## src/rtl/lsu_stage.sv

```systemverilog
// Memory-access stage: takes the EX packet, runs at most one data-memory bus
// transaction for it and hands an aligned, extended write-back packet to WB.
module lsu_stage (
    input  logic        clk,
    input  logic        rst_n,
    input  logic        in_valid,
    output logic        in_ready,
    input  logic [63:0] in_alu_result,
    input  logic [63:0] in_store_data,
    input  logic        in_mem_en,
    input  logic        in_mem_we,
    input  logic [1:0]  in_mem_size,
    input  logic        in_mem_unsigned,
    input  logic [4:0]  in_rd,
    input  logic        in_rd_we,
    output logic        dmem_req_valid,
    input  logic        dmem_req_ready,
    output logic [63:0] dmem_addr,
    output logic        dmem_we,
    output logic [7:0]  dmem_wstrb,
    output logic [63:0] dmem_wdata,
    input  logic        dmem_resp_valid,
    input  logic [63:0] dmem_rdata,
    output logic        out_valid,
    input  logic        out_ready,
    output logic [63:0] out_wb_data,
    output logic [4:0]  out_rd,
    output logic        out_rd_we,
    output logic        out_misalign
);
    // Handshake rule on both sides: a transfer happens on a rising edge where
    // valid and ready are both high; the sender holds its payload until then.
    typedef enum logic [1:0] {IDLE, REQ, WAIT, DONE} state_t;

    state_t      state, state_next;
    logic        accept, misalign, do_mem, resp_take;
    logic [2:0]  off, off_q;
    logic [1:0]  size_q;
    logic        unsigned_q;
    logic [7:0]  base_strb;
    logic [63:0] shifted, load_val;

    assign in_ready       = (state == IDLE) || (state == DONE && out_ready);
    assign accept         = in_valid && in_ready;
    assign dmem_req_valid = (state == REQ);
    assign out_valid      = (state == DONE);
    assign resp_take      = (state == WAIT) && dmem_resp_valid;
    assign off            = in_alu_result[2:0];
    assign do_mem         = in_mem_en && !misalign;

    always_comb begin
        misalign  = 1'b0;
        base_strb = 8'h01;
        case (in_mem_size)
            2'b00: begin misalign = 1'b0;      base_strb = 8'h01; end
            2'b01: begin misalign = off[0];    base_strb = 8'h03; end
            2'b10: begin misalign = |off[1:0]; base_strb = 8'h0F; end
            2'b11: begin misalign = |off;      base_strb = 8'hFF; end
            default: ;
        endcase
        misalign = misalign && in_mem_en;
    end

    // Load lane selection uses the latched offset; extension per latched size.
    assign shifted = dmem_rdata >> {off_q, 3'b000};

    always_comb begin
        load_val = shifted;
        case (size_q)
            2'b00: load_val = unsigned_q ? {56'd0, shifted[7:0]}
                                         : {{56{shifted[7]}}, shifted[7:0]};
            2'b01: load_val = unsigned_q ? {48'd0, shifted[15:0]}
                                         : {{48{shifted[15]}}, shifted[15:0]};
            2'b10: load_val = unsigned_q ? {32'd0, shifted[31:0]}
                                         : {{32{shifted[31]}}, shifted[31:0]};
            2'b11: load_val = shifted;
            default: ;
        endcase
    end

    always_comb begin
        state_next = state;
        case (state)
            IDLE, DONE: begin
                if (accept)
                    state_next = do_mem ? REQ : DONE;
                else if (state == DONE && out_ready)
                    state_next = IDLE;
            end
            REQ:  if (dmem_req_ready) state_next = WAIT;
            WAIT: if (dmem_resp_valid) state_next = DONE;
            default: state_next = IDLE;
        endcase
    end

    always_ff @(posedge clk) begin
        if (!rst_n)
            state <= IDLE;
        else
            state <= state_next;
    end

    always_ff @(posedge clk) begin
        if (!rst_n) begin
            off_q        <= 3'd0;
            size_q       <= 2'd0;
            unsigned_q   <= 1'b0;
            dmem_addr    <= 64'd0;
            dmem_we      <= 1'b0;
            dmem_wstrb   <= 8'd0;
            dmem_wdata   <= 64'd0;
            out_wb_data  <= 64'd0;
            out_rd       <= 5'd0;
            out_rd_we    <= 1'b0;
            out_misalign <= 1'b0;
        end else if (accept) begin
            off_q        <= off;
            size_q       <= in_mem_size;
            unsigned_q   <= in_mem_unsigned;
            dmem_addr    <= {in_alu_result[63:3], 3'b000};
            dmem_we      <= do_mem && in_mem_we;
            dmem_wstrb   <= (do_mem && in_mem_we) ? (base_strb << off) : 8'd0;
            dmem_wdata   <= (do_mem && in_mem_we) ? (in_store_data << {off, 3'b000}) : 64'd0;
            out_wb_data  <= in_alu_result;
            out_rd       <= in_rd;
            out_rd_we    <= in_rd_we && !misalign;
            out_misalign <= misalign;
        end else if (resp_take && !dmem_we) begin
            out_wb_data  <= load_val;
        end
    end
endmodule

```

## config.mk

```make
export PLATFORM = sky130hd
export DESIGN_NAME = lsu_stage
export DESIGN_NICKNAME = d
export VERILOG_FILES = /design/src/rtl/lsu_stage.sv
export SDC_FILE = /design/constraint.sdc
export NUM_CORES = 1
export LEC_CHECK = 0
export BUFFER_PORTS_ARGS = -buffer_cell sky130_fd_sc_hd__clkbuf_2
export CAP_MARGIN = 20
export CORE_ASPECT_RATIO = 0.5
export CORE_MARGIN = 2
export CORE_UTILIZATION = 45
export CTS_CLUSTER_SIZE = 28
export DETAILED_ROUTE_END_ITERATION = 8
export PLACE_DENSITY = 0.88
export SETUP_SLACK_MARGIN = 0.05
export SYNTH_ARGS = -nofsm -noshare
export SYNTH_HDL_FRONTEND = slang
export SYNTH_SLANG_ARGS = --single-unit
```

## constraint.sdc

```tcl
create_clock -name clk -period 2.2 [get_ports clk]
set_input_delay 0.22 -clock clk [delete_from_list [all_inputs] [get_ports clk]]
set_output_delay 0.22 -clock clk [all_outputs]
set_load 0.01 [all_outputs]
```

==> impl_metrics.json <==
{
  "clk_latency_ns": 0.51,
  "vdd_ir_drop_max_mv": 0.525,
  "rows": 40,
  "die-area_sq_um": 25900,
  "final.setup.worst_slack_ns": -0.00966,
  "grt_pass1_wl_um": 64300,
  "synthesis.instances": 1321,
  "cts_buffers": 20,
  "violations": "setup timing",
  "min_period_ns": 2.21,
  "grt_setup_unrepaired": "true",
  "die_w_um": 226,
  "slew_violations": 0,
  "max-cap-violations": 0,
  "layout_commonest_cell": "clkbuf_2",
  "syn_area_sq_um": 11000,
  "finalInstanceArea_sq_um": 15200,
  "critPathMaxStageDelay_ns": 0.56,
  "grt-ovfl-total": 0,
  "clkSinkCount": 213,
  "grt_use_met2_pct": 54.1,
  "tightest_slew_ns": 0.780,
  "synth-edff-count": 0,
  "final_cell_mix": "clkbuf_2, nand2_1, dfxtp_1",
  "clockRootBuffer": "clkbuf_16",
  "crit_buf_inv": 1,
  "yosysUniqueCellTypes": 57,
  "grt_max_degree": 58,
  "end_kind": "register",
  "vias": 12424,
  "criticalPathCategory": "reg2reg",
  "clk_pin_slew_ns": 0.07,
  "grt_util_met3_pct": 6.39,
  "layout.cells.non_filler": 2102,
  "routedWlPerCell_um": 20.5,
  "cp.depth": 7,
  "drive_above_1_share_pct": 34.4,
  "placed_cells": 1994,
  "nFillCells": 2054,
  "synth-main-ff-cell": "dfxtp_1",
  "worstPathRequired_ns": 2.59,
  "max_slew_margin_pct": 47.8,
  "cts_buffer_depth": 3,
  "fin_nets": 1986,
  "drtIter0Drc": 1264,
  "r2r_slack_ns": -0.01,
  "antenna_found_initial": 0,
  "r2r_end": "out_wb_data[20]",
  "path_max_fanout": 8,
  "gp_congestion": 0.959,
  "drt-total-wl_um": 43100,
  "finalCritPeriodShare_pct": 100,
  "use_met1_pct": 39.6,
  "syn-mean-instance-area_sq_um": 8.36,
  "core_area_sq_um": 24000,
  "hp-start": "in_alu_result[4]",
  "rr_startpoint": "off_q[0]",
  "cp_data_arrival_time_ns": 2.60,
  "holdPathEnd": "out_wb_data[4]",
  "cts_tree": "yes",
  "grt_usage_pct": 31.7,
  "min_path_type": "in2reg",
  "busiest_layer": "met2",
  "status": "finished, violations left",
  "ys_seq_area_share_pct": 38.6,
  "hold-path-cell-count": 3,
  "cts.htree.levels": 1,
  "yosysWarnings": 0,
  "cpLargestDelayFamily": "multiplexers",
  "start_util_pct": 46.0,
  "grt_pass1_vias": 11661,
  "finClkSkew_ns": 0.0162,
  "crit_chain": "mux4_2 -> mux2i_4 -> nor2_4 -> a32o_2 -> o21ai_4 -> buf_12 -> a31oi_1",
  "drcViolationCount": 0,
  "ant_nets": 0,
  "synthArstFlopShare_pct": 0,
  "ios": 420,
  "dpl-instance-area_sq_um": 13600,
  "crit_path_start_kind": "register",
  "slowest_stage": "mux4_2",
  "routed_via_density": 5.91,
  "port_buffers": 416,
  "area_growth_pct": 37.3,
  "p_per_area_nw_per_um2": 953,
  "dr.pass1.iters": 6,
  "rr_worst_depth": 7,
  "ys_ff_latch": 213,
  "dp_hpwl_um": 31300,
  "p_leak_nw": 6.66,
  "finalHoldViolCount": 0,
  "fmax_ghz": 0.453,
  "finalSetupViolCount": 3,
  "die_h_um": 115
}
-- report_power, final --
| part | total [mW] | internal (mW) | leakage (nW) | switching, mW |
|---|---|---|---|---|
| clock network | 3.78 | 2.22 | 0.344 | 1.56 |
| registers | 4.89 | 4.49 | 1.74 | 0.402 |
| logic | 5.78 | 2.31 | 4.58 | 3.47 |
-- state kept, by name, indices dropped and copies added, names as in the netlist --
name	cells
unsigned_q	1
dmem_addr	61
out_wb_data	64
off_q	3
out_rd	5
state	2
out_misalign	1
dmem_wstrb	8
size_q	2
dmem_we	1
out_rd_we	1
dmem_wdata	64
-- synthesized netlist by cell type, types with 4 or more instances --
cell type  count  area share, %
mux2_2        27            2.8
a32oi_1        4           0.32
o211ai_1       6           0.41
nand3b_1       4           0.27
nand2_1      255            8.7
a22oi_1       31            2.1
o221ai_1      24            1.9
o21ai_0       88            4.0
a2bb2oi_1      4           0.32
a21oi_1      161            7.3
clkbuf_1      72            2.4
ha_1           4           0.45
a31oi_1       33            1.9
a211oi_1      15            1.0
o22ai_1       14           0.79
nor2_1        77            2.6
inv_1         44            1.5
nand3_1        6           0.27
mux2i_1       68            6.2
mux4_2        41            8.4
o31ai_1        8           0.54
dfxtp_1      213             39
o22a_1         8           0.63
buf_2         17           0.77
nand2b_1      10           0.57
a22o_1         8           0.63
buf_1         20           0.68
nor2b_1       10           0.57
buf_4          8           0.54
nor3_1         6           0.27
-- how the worst max path moves through the flow --
stage,slack (ns),from,end
floorplan,0.11,off_q[0],out_wb_data[38]
global placement,-0.00003,off_q[0],out_wb_data[16]
detailed placement,-0.06,off_q[0],out_wb_data[19]
CTS,0.05,off_q[0],out_wb_data[20]
global route,-0.06,state[0],out_wb_data[56]
finish,-0.01,off_q[0],out_wb_data[20]
-- metrics by stage --
step | setup WS [ns] | TNS [ns] | hold WS, ns | power [mW] | utilization (%)
global route | -0.0587 | -0.677 | 0.000854 | 15.1 | 63.1
finish | -0.00966 | -0.0172 | 0.00761 | 14.5 | 63.1
floorplan | 0.109 | 0 | 0.346 | 8.01 | -
global placement | -0.0000302 | -0.0000302 | 0.436 | 10.0 | 56.7
detailed placement | -0.0630 | -1.49 | 0.444 | 10.1 | 56.7
CTS | 0.0490 | 0 | 0.0000749 | 14.0 | 62.2
-- layer usage --
metal / wire [um] / up-vias
li1: - / 5629
met1: 16500 / 5840
met2: 20500 / 806
met3: 4170 / 149
met4: 1880 / 0
met5: 0 / -
-- final cells by class --
| class | count | area, sq um | share of cell area, % |
|---|---|---|---|
| clock inverter | 4 | 72.6 | 0.479 |
| inverter | 47 | 179 | 1.18 |
| multi-input combinational | 946 | 6230 | 41.1 |
| sequential | 213 | 4270 | 28.2 |
| tap | 315 | 394 | 2.60 |
| timing repair buffer | 545 | 3380 | 22.3 |
| clock buffer | 31 | 634 | 4.18 |
| antenna | 1 | 2.50 | 0.0165 |
-- tightest hold or removal path: stages --
cell and delay (ns):
clkbuf_2 0.08, nand2_1 0.09, o22ai_1 0.08
-- logic make-up (layout without fill, tap and decap cells) --
logic type,count (synthesis),count (layout),share of synthesized area (%)
AO/OA/AOI/OAI,419,420,23.0
AND/OR/NAND/NOR,382,382,14.3
flip-flops,213,213,38.6
buffers and inverters,165,627,6.14
multiplexers,137,137,17.4
adder cells (fa/ha/maj),4,4,0.453
other,1,4,0.0340
-- timing repair --
action                                  4_1_cts  5_1_grt
hold buffers                                 57        0
pin swaps                                     3        5
resized for setup                             3       21
setup buffers                                 3        9
endpoints found under the setup margin       48       68
hold endpoints to repair                     79        0
gates cloned                                  1        2
Power figures use the tool's default switching activity.
